<file path="src/rtl/lab3_cache_victim_buffer_pkg.sv">
// lab3_cache_victim_buffer_pkg: shared line geometry, memory message types and FSM states for the victim buffer
package lab3_cache_victim_buffer_pkg;
   localparam int WORDS_PER_LINE = 16;
   localparam int LINE_OFFSET_BITS = 6;
   localparam logic [2:0] MEM_TYPE_WRITE = 3'd1;
   typedef enum logic [1:0] {IDLE, DRAIN, WAIT_ACK} state_t;
   typedef struct packed {
      logic [2:0]  type_;
      logic [7:0]  opaque;
      logic [31:0] addr;
      logic [1:0]  len;
      logic [31:0] data;
   } mem_req_4B_t;
   typedef struct packed {
      logic [2:0]  type_;
      logic [7:0]  opaque;
      logic [1:0]  test;
      logic [1:0]  len;
      logic [31:0] data;
   } mem_resp_4B_t;
endpackage

</file>
<file path="src/rtl/lab3_cache_victim_buffer_if.sv">
// lab3_cache_victim_buffer_if: bundle of the victim buffer's cache-side and memory-side signals
//   victim_*  : line hand-off from the cache (val/rdy, line address, 512-bit data)
//   memreq_*  : word write requests to memory
//   memresp_* : write acks from memory
//   lookup_*  : refill-path probe of the held line; busy flags a line in flight
//   master modport = cache/memory environment, slave modport = victim buffer
interface lab3_cache_victim_buffer_if;
   import lab3_cache_victim_buffer_pkg::*;
   logic         victim_val;
   logic         victim_rdy;
   logic [31:0]  victim_addr;
   logic [511:0] victim_data;
   logic         memreq_val;
   logic         memreq_rdy;
   mem_req_4B_t  memreq_msg;
   logic         memresp_val;
   logic         memresp_rdy;
   mem_resp_4B_t memresp_msg;
   logic [31:0]  lookup_addr;
   logic         lookup_match;
   logic         busy;
   modport master (
      output victim_val, victim_addr, victim_data, memreq_rdy, memresp_val, memresp_msg, lookup_addr,
      input  victim_rdy, memreq_val, memreq_msg, memresp_rdy, lookup_match, busy
   );
   modport slave (
      input  victim_val, victim_addr, victim_data, memreq_rdy, memresp_val, memresp_msg, lookup_addr,
      output victim_rdy, memreq_val, memreq_msg, memresp_rdy, lookup_match, busy
   );
endinterface

</file>
<file path="src/rtl/lab3_cache_victim_word_sel.sv">
// lab3_cache_victim_word_sel: picks 32-bit word idx out of a 512-bit cache line
//   line_data : held line, word i in bits [32i+31:32i]
//   idx       : word index
//   word      : selected word
module lab3_cache_victim_word_sel (
   input  logic [511:0] line_data,
   input  logic [3:0]   idx,
   output logic [31:0]  word
);
   assign word = line_data[{idx, 5'b0} +: 32];
endmodule

</file>
<file path="src/rtl/lab3_cache_victim_buffer.sv">
// lab3_cache_victim_buffer: single-line write-back victim buffer draining an evicted line as 16 word writes
//   clk, reset : clock and asynchronous active-high reset
//   bus        : slave side of lab3_cache_victim_buffer_if (victim hand-off, memory write port, lookup probe)
module lab3_cache_victim_buffer
   import lab3_cache_victim_buffer_pkg::*;
#(
   parameter int MAX_OUTSTANDING = 4
) (
   input logic clk,
   input logic reset,
   lab3_cache_victim_buffer_if.slave bus
);
   localparam int OW = $clog2(MAX_OUTSTANDING + 1);
   localparam logic [OW-1:0] MAX_O = OW'(MAX_OUTSTANDING);
   localparam logic [3:0] LAST_IDX = 4'(WORDS_PER_LINE - 1);
   state_t state, state_n;
   logic [31-LINE_OFFSET_BITS:0] line;
   logic [WORDS_PER_LINE*32-1:0] data;
   logic [3:0] send_idx;
   logic [4:0] ack_cnt;
   logic [OW-1:0] outstanding;
   logic [31:0] word;
   logic capture, req_fire, resp_fire, last_req, last_ack;
   logic unused;
   assign unused = ^{bus.victim_addr[LINE_OFFSET_BITS-1:0], bus.memresp_msg};
   lab3_cache_victim_word_sel u_word_sel (.line_data(data), .idx(send_idx), .word(word));
   always_comb begin
      bus.victim_rdy = state == IDLE;
      bus.busy = state != IDLE;
      bus.memreq_val = state == DRAIN && outstanding < MAX_O;
      bus.memresp_rdy = state != IDLE && outstanding != '0;
      bus.lookup_match = state != IDLE && bus.lookup_addr[31:LINE_OFFSET_BITS] == line;
      bus.memreq_msg = '0;
      if (state == DRAIN) begin
         bus.memreq_msg.type_ = MEM_TYPE_WRITE;
         bus.memreq_msg.opaque = {4'b0, send_idx};
         bus.memreq_msg.addr = {line, send_idx, 2'b00};
         bus.memreq_msg.data = word;
      end
      capture = state == IDLE && bus.victim_val;
      req_fire = bus.memreq_val && bus.memreq_rdy;
      resp_fire = bus.memresp_val && bus.memresp_rdy;
      last_req = req_fire && send_idx == LAST_IDX;
      last_ack = resp_fire && ack_cnt == 5'(LAST_IDX);
      // The DRAIN->IDLE shortcut only matters if memory acks the 16th write in the cycle it is issued.
      state_n = state == IDLE  ? (capture ? DRAIN : IDLE) :
                state == DRAIN ? (last_req ? (last_ack ? IDLE : WAIT_ACK) : DRAIN) :
                                 (last_ack ? IDLE : WAIT_ACK);
   end
   always_ff @(posedge clk or posedge reset) begin
      if (reset) begin
         state <= IDLE;
         line <= '0;
         data <= '0;
         send_idx <= '0;
         ack_cnt <= '0;
         outstanding <= '0;
      end else begin
         state <= state_n;
         if (capture) begin
            line <= bus.victim_addr[31:LINE_OFFSET_BITS];
            data <= bus.victim_data;
            send_idx <= '0;
            ack_cnt <= '0;
            outstanding <= '0;
         end else begin
            send_idx <= send_idx + 4'(req_fire);
            ack_cnt <= ack_cnt + 5'(resp_fire);
            outstanding <= outstanding + OW'(req_fire) - OW'(resp_fire);
         end
      end
   end
endmodule

</file>
<file path="src/flat_wrapper.sv">
// flat-port wrapper written by rule: the top's interface ports become plain ports
module lab3_cache_victim_buffer_flat import lab3_cache_victim_buffer_pkg::*;
#(
   parameter int MAX_OUTSTANDING = 4
)
  (clk, reset, bus_victim_val, bus_victim_addr, bus_victim_data, bus_memreq_rdy, bus_memresp_val, bus_memresp_msg, bus_lookup_addr, bus_victim_rdy, bus_memreq_val, bus_memreq_msg, bus_memresp_rdy, bus_lookup_match, bus_busy);
  lab3_cache_victim_buffer_if bus_i ();
  input logic clk;
  input logic reset;
  input wire logic [$bits(bus_i.victim_val)-1:0] bus_victim_val;
  input wire logic [$bits(bus_i.victim_addr)-1:0] bus_victim_addr;
  input wire logic [$bits(bus_i.victim_data)-1:0] bus_victim_data;
  input wire logic [$bits(bus_i.memreq_rdy)-1:0] bus_memreq_rdy;
  input wire logic [$bits(bus_i.memresp_val)-1:0] bus_memresp_val;
  input wire logic [$bits(bus_i.memresp_msg)-1:0] bus_memresp_msg;
  input wire logic [$bits(bus_i.lookup_addr)-1:0] bus_lookup_addr;
  output wire logic [$bits(bus_i.victim_rdy)-1:0] bus_victim_rdy;
  output wire logic [$bits(bus_i.memreq_val)-1:0] bus_memreq_val;
  output wire logic [$bits(bus_i.memreq_msg)-1:0] bus_memreq_msg;
  output wire logic [$bits(bus_i.memresp_rdy)-1:0] bus_memresp_rdy;
  output wire logic [$bits(bus_i.lookup_match)-1:0] bus_lookup_match;
  output wire logic [$bits(bus_i.busy)-1:0] bus_busy;
  assign bus_i.victim_val = bus_victim_val;
  assign bus_i.victim_addr = bus_victim_addr;
  assign bus_i.victim_data = bus_victim_data;
  assign bus_i.memreq_rdy = bus_memreq_rdy;
  assign bus_i.memresp_val = bus_memresp_val;
  assign bus_i.memresp_msg = bus_memresp_msg;
  assign bus_i.lookup_addr = bus_lookup_addr;
  assign bus_victim_rdy = bus_i.victim_rdy;
  assign bus_memreq_val = bus_i.memreq_val;
  assign bus_memreq_msg = bus_i.memreq_msg;
  assign bus_memresp_rdy = bus_i.memresp_rdy;
  assign bus_lookup_match = bus_i.lookup_match;
  assign bus_busy = bus_i.busy;
  lab3_cache_victim_buffer #(.MAX_OUTSTANDING(MAX_OUTSTANDING)) u_core (.clk(clk), .reset(reset), .bus(bus_i));
endmodule
</file>
<file path="config.mk">
export PLATFORM = sky130hd
export DESIGN_NAME = lab3_cache_victim_buffer_flat
export DESIGN_NICKNAME = d
export VERILOG_FILES = /design/src/rtl/lab3_cache_victim_buffer_pkg.sv /design/src/rtl/lab3_cache_victim_buffer_if.sv /design/src/rtl/lab3_cache_victim_word_sel.sv /design/src/rtl/lab3_cache_victim_buffer.sv /design/src/flat_wrapper.sv
export SDC_FILE = /design/constraint.sdc
export NUM_CORES = 2
export LEC_CHECK = 0
export ABC_AREA = 1
export BUFFER_PORTS_ARGS = -buffer_cell sky130_fd_sc_hd__buf_2
export CAP_MARGIN = 20
export CORE_MARGIN = 5
export CORE_UTILIZATION = 38
export DETAILED_ROUTE_END_ITERATION = 8
export PLACE_DENSITY_LB_ADDON = 0.15
export SLEW_MARGIN = 20
export SYNTH_ARGS = -nofsm -noshare
export SYNTH_HDL_FRONTEND = slang
export SYNTH_SLANG_ARGS = --single-unit
</file>
<file path="constraint.sdc">
create_clock -name clk -period 24.1 [get_ports clk]
set_clock_uncertainty 0.15 [all_clocks]
set_input_delay 3.615 -clock clk [delete_from_list [all_inputs] [get_ports clk]]
set_output_delay 3.615 -clock clk [all_outputs]
set_load 0.01 [all_outputs]
</file>
### Word-level counts from Yosys, hierarchy flattened

Cells that the tools add are included.

| word-level totals | value |
|---|---|
| memories | 0 |
| RAM bits | 0 |
| latch bits | 0 |
| input port bits | 628 |
| logic and storage cells | 37 |
| register bits after elaboration | 552 |
| output and inout port bits | 82 |
| memory bits (read-only) | 0 |

| cells by class | value |
|---|---|
| reduce and logical (&&, ||, !) cells | 11 |
| div/mod/pow operators | 0 |
| add/subtract/negate cells | 4 |
| equal/unequal tests | 4 |
| bitwise logic cells | 0 |
| multipliers | 0 |
| shift operators | 1 |
| muxes and demuxes | 10 |
| order comparisons | 1 |

Operator list:

| operator | number |
|---|---|
| variable part select 512 x 10 -> 32 bit | 1 |
| 2-to-1 mux 41 bit | 1 |
| 2-to-1 mux 32 bit | 1 |
| equality test 26 bit | 1 |
| logical AND 1 bit | 8 |
| 2-to-1 mux 2 bit | 4 |
| adder 5 x 1 -> 5 bit | 1 |
| equality test 5 x 4 -> 1 bit, second input constant | 1 |
| 2-to-1 mux 5 bit | 1 |
| adder 4 x 1 -> 4 bit | 1 |
| equality test 4 bit, second input constant | 1 |
| 2-to-1 mux 4 bit | 1 |
| adder 3 x 1 -> 3 bit | 1 |
| < comparator 3 bit, second input constant | 1 |
| 2-to-1 mux 3 bit | 1 |
| nonzero test 3 bit | 1 |
| subtractor 3 x 1 -> 3 bit | 1 |
| equality test 2 x 1 -> 1 bit, second input constant | 1 |
| zero test 2 bit | 1 |
| nonzero test 2 bit | 1 |
| 2-to-1 mux 1 bit | 1 |

### Logic depth before layout (Yosys ltp)

| logic depth | value |
|---|---|
| depth after elaboration | 8 |
| mapped depth | 11 |
| mapped depth without buffers | 11 |

### By module

From an unflattened synthesis, not the netlist that was laid out.

| unflattened totals | value |
|---|---|
| cell total of the unflattened synthesis | 4131 |
| area, all modules | 28436.0 um2 |

By module, submodules not included:

| module | instances | sequential area each (um2) | area each (um2) | cells each |
|---|---|---|---|---|
| lab3_cache_victim_buffer | 1 | 13813.2 | 21825.9 | 2582 |
| lab3_cache_victim_word_sel | 1 | 0.0 | 6610.1 | 1549 |

### Least setup slack after synthesis

OpenSTA, ideal clock, no wires.

| timing | value |
|---|---|
| path kind | input port to output port |
| from | in bus_lookup_addr[12] |
| to | out bus_lookup_match |
| required time | 20.335 ns |
| stages on the path | 4 |
| path slack | 16.153 ns |
| data arrival time | 4.182 ns |
| path buffers | 0 |
| cells stage by stage | xor2_1 > nor3_1 > nand3_1 > nor2_1 |

| between the ends | value |
|---|---|
| cells in the longest elaborated chain, start to end | 2 |

RTL lines:

| item | RTL line | source |
|---|---|---|
| from (decl) | flat_wrapper.sv:16 | `input wire logic [$bits(bus_i.lookup_addr)-1:0] bus_lookup_addr;` |
| equality test 26 bit | lab3_cache_victim_buffer.sv:32 | `bus.lookup_match = state != IDLE && bus.lookup_addr[31:LINE_OFFSET_BITS] == line;` |
| logical AND 1 bit | lab3_cache_victim_buffer.sv:32 |  |
| to (decl) | flat_wrapper.sv:21 | `output wire logic [$bits(bus_i.lookup_match)-1:0] bus_lookup_match;` |

Every way passes these cells.

### Final worst setup path

Same ends and word-level chain as after synthesis.

==> run metrics <==
post-cts resize count 0; first-iteration detailed-routing DRC count between 2000 and 2500; unrepaired setup endpoints after global routing false; Routed Antenna Nets 0; DP Area ~30000 um^2; Starting Density between 30% and 40%; total track usage 25.6%; slowest stage delay, CP between 0.4 and 0.5 ns; clk_lat worst skew approximately 0.6 ns; final WL between 100000 and 150000 um; Final min period around 8.6 ns; final setup violation count 0; Post-synth EDFFs 0; Worst VDD drop ~0.065 mV; share of cells above drive strength 1 approximately 18%; main flop type after synthesis dfrtp_1; startpoint types primary input; Critical Path RT slightly above 20 ns; Worst Setup End Kind output pin; vias per cell 4.81; fmax ~0.12 GHz; static leakage ~17 nW; sw frac 39.6%; number of global-route vias before repair 23467; commonest non-fill, non-tap cells in the layout nand2_1, buf_2, dfrtp_1; Seq pwr share between 30% and 40%; min-delay worst type flip-flop to flip-flop; Via Count 24524; buffers plus inverters on the worst setup path 2; post-synthesis sequential area ratio 51.3%; clock root buffer clkbuf_16; Synth cell types 28; final instance area between 30000 and 40000 um^2; met1 GRT Util 35.0%; hpwl dp between 70000 and 80000 um; Synth Cell Area between 20000 and 30000 um^2; cell class contributing the biggest share of worst-path delay simple AND/OR/NAND/NOR gates; Slew Limit Headroom approximately 23%; fin. max-slew vios 0; # port buffers 640; met2 GRT Util a little over two fifths; area delta synth->final 20.1%; postcts setup bufs 0; Synth Area per Inst roughly 7.4 um^2; slowest cell on the critical path nor3_1; CTS Hold Bufs 0; Pre-antenna DRT Iters 6; Tcrit/Tclk final between 30% and 40%; I/O pin count 710; Hold Slack around 0.33 ns; GP Congestion 0.892; P_int roughly 2.4 mW; clock share of power ~23%; leading cell type in the layout, fill and taps excluded nand2_1; Max Cap Viol 0; H-tree depth 2; CTS tree built; share of async-settable or async-resettable flops after synthesis 100%; first-pass GRT wire length roughly 150000 um; nets@finish 4749; setup TNS 0 ns; full die area around 76000 um^2; synthesized instance count ~3600; die height 276 um; PwrDens 121 nW/um^2; Max Buffers Root-to-Sink 3; global routing's busiest layer met2; worst slew pin tran about 1.2 ns; crit path DAT around 4.8 ns; YS warnings 0; row cnt 97; Die X approximately 280 um; wire per inst approximately 20 um; grt total ovfl 0; worst path cell trace buf_2 > xor2_1 > nor3_1 > nand3_1 > nor2_1 > buf_2; Final Hold Fails 0; met3 track demand over resource under 10%; Residual DRC 0; CP Class primary input to output pin; pin count of the biggest net entering global routing between 200 and 300; crit-path most repeated cell buf_2; Placeable Area 70100 um^2; Sink Count 552; CP Max Fanout 1; initial antenna violation count 20; TritonCTS buffer count 61; register bit total from synthesis ~550; outcome completed; Gate power share about two fifths; Psw around 1.6 mW; Clock transition at path regs approximately 0.060 ns
layout make-up:
cell class                 count  area (um^2)
clock buffer                  92         1810
fill                        7341        37800
multi-input combinational   2335        10100
inverter                     501         1910
clock inverter                 9         72.6
antenna                       10         25.0
tap                          940         1180
sequential                   552        13800
timing repair buffer         664         3440
power groups by stage:
stage | clock network (mW) | logic, mW | registers [mW]
floorplan | 0 | 1.08 | 1.50
global placement | 0 | 1.48 | 1.52
detailed placement | 0 | 1.50 | 1.53
CTS | 0.919 | 1.51 | 1.52
global route | 0.956 | 1.73 | 1.56
finish | 0.898 | 1.51 | 1.52
worst paths after layout:
kind                       depth (start not counted)  slack, ns          endpoint                start
hold reg to reg                                    2       0.33  u_core.data[476]     u_core.data[476]
hold / removal                                     2       0.33  u_core.data[476]     u_core.data[476]
max in group asynchronous                          6      18.10    u_core.line[4]                reset
min in group asynchronous                          2       3.00  u_core.data[424]                reset
setup / recovery                                   6      15.54  bus_lookup_match  bus_lookup_addr[12]
setup reg to reg                                   6      19.80  u_core.data[511]      u_core.state[1]
logic make-up (layout without fill, tap and decap cells):
family	after synthesis	count (layout)	synth area share, %
xor gates and xnor gates	15	15	0.488
AOI/OAI and AO/OA	535	535	9.94
and+or+nand+nor	1769	1769	26.6
DFF	552	552	51.3
adders and majority gates	6	6	0.307
other	1	20	0.0139
buffers and inverters	747	1266	11.4
metrics by stage:
stage | std cells | setup WS [ns] | total power [mW] | util [%]
floorplan | 3634 | 4.90 | 2.58 | -
global placement | 4991 | 15.64 | 3.00 | 43.4
detailed placement | 4991 | 15.63 | 3.03 | 43.4
CTS | 5092 | 15.63 | 3.95 | 46.1
global route | 5101 | 15.52 | 4.25 | 46.1
finish | 5103 | 15.54 | 3.92 | 46.1
worst reg2reg max path, delay by kind of cell (launching register included):
kind	cells	cell delay, ns
buf+inv	3	2.54
compound gates	1	0.28
flops	1	0.40
simple gates	2	0.75
sequential cells by signal (all words and copies together) (netlist names):
name and cells:
u_core.data 512, u_core.line 26, u_core.ack_cnt 5, u_core.state 2, u_core.send_idx 4, u_core.outstanding 3
cell usage after synthesis, types with 3 or more instances:
cell	number	area share [%]
ha_1	5	0.23
nand3_1	394	7.3
nor3_1	4	0.074
inv_1	498	6.9
dfrtp_1	552	51
buf_4	24	0.67
o21ai_1	71	1.3
clkbuf_1	86	1.2
o21ai_0	428	8.0
buf_2	117	2.2
nor2_1	164	2.3
buf_6	3	0.13
nand2_1	1202	17
buf_1	16	0.22
xor2_1	8	0.26
xnor2_1	7	0.23
a21oi_1	35	0.65
routing by layer:
layer,wire length [um],vias up
li1,-,12150
met1,44300,11491
met2,48400,759
met3,6970,114
met4,2410,10
met5,69,-
Power figures use the tool's default switching activity.
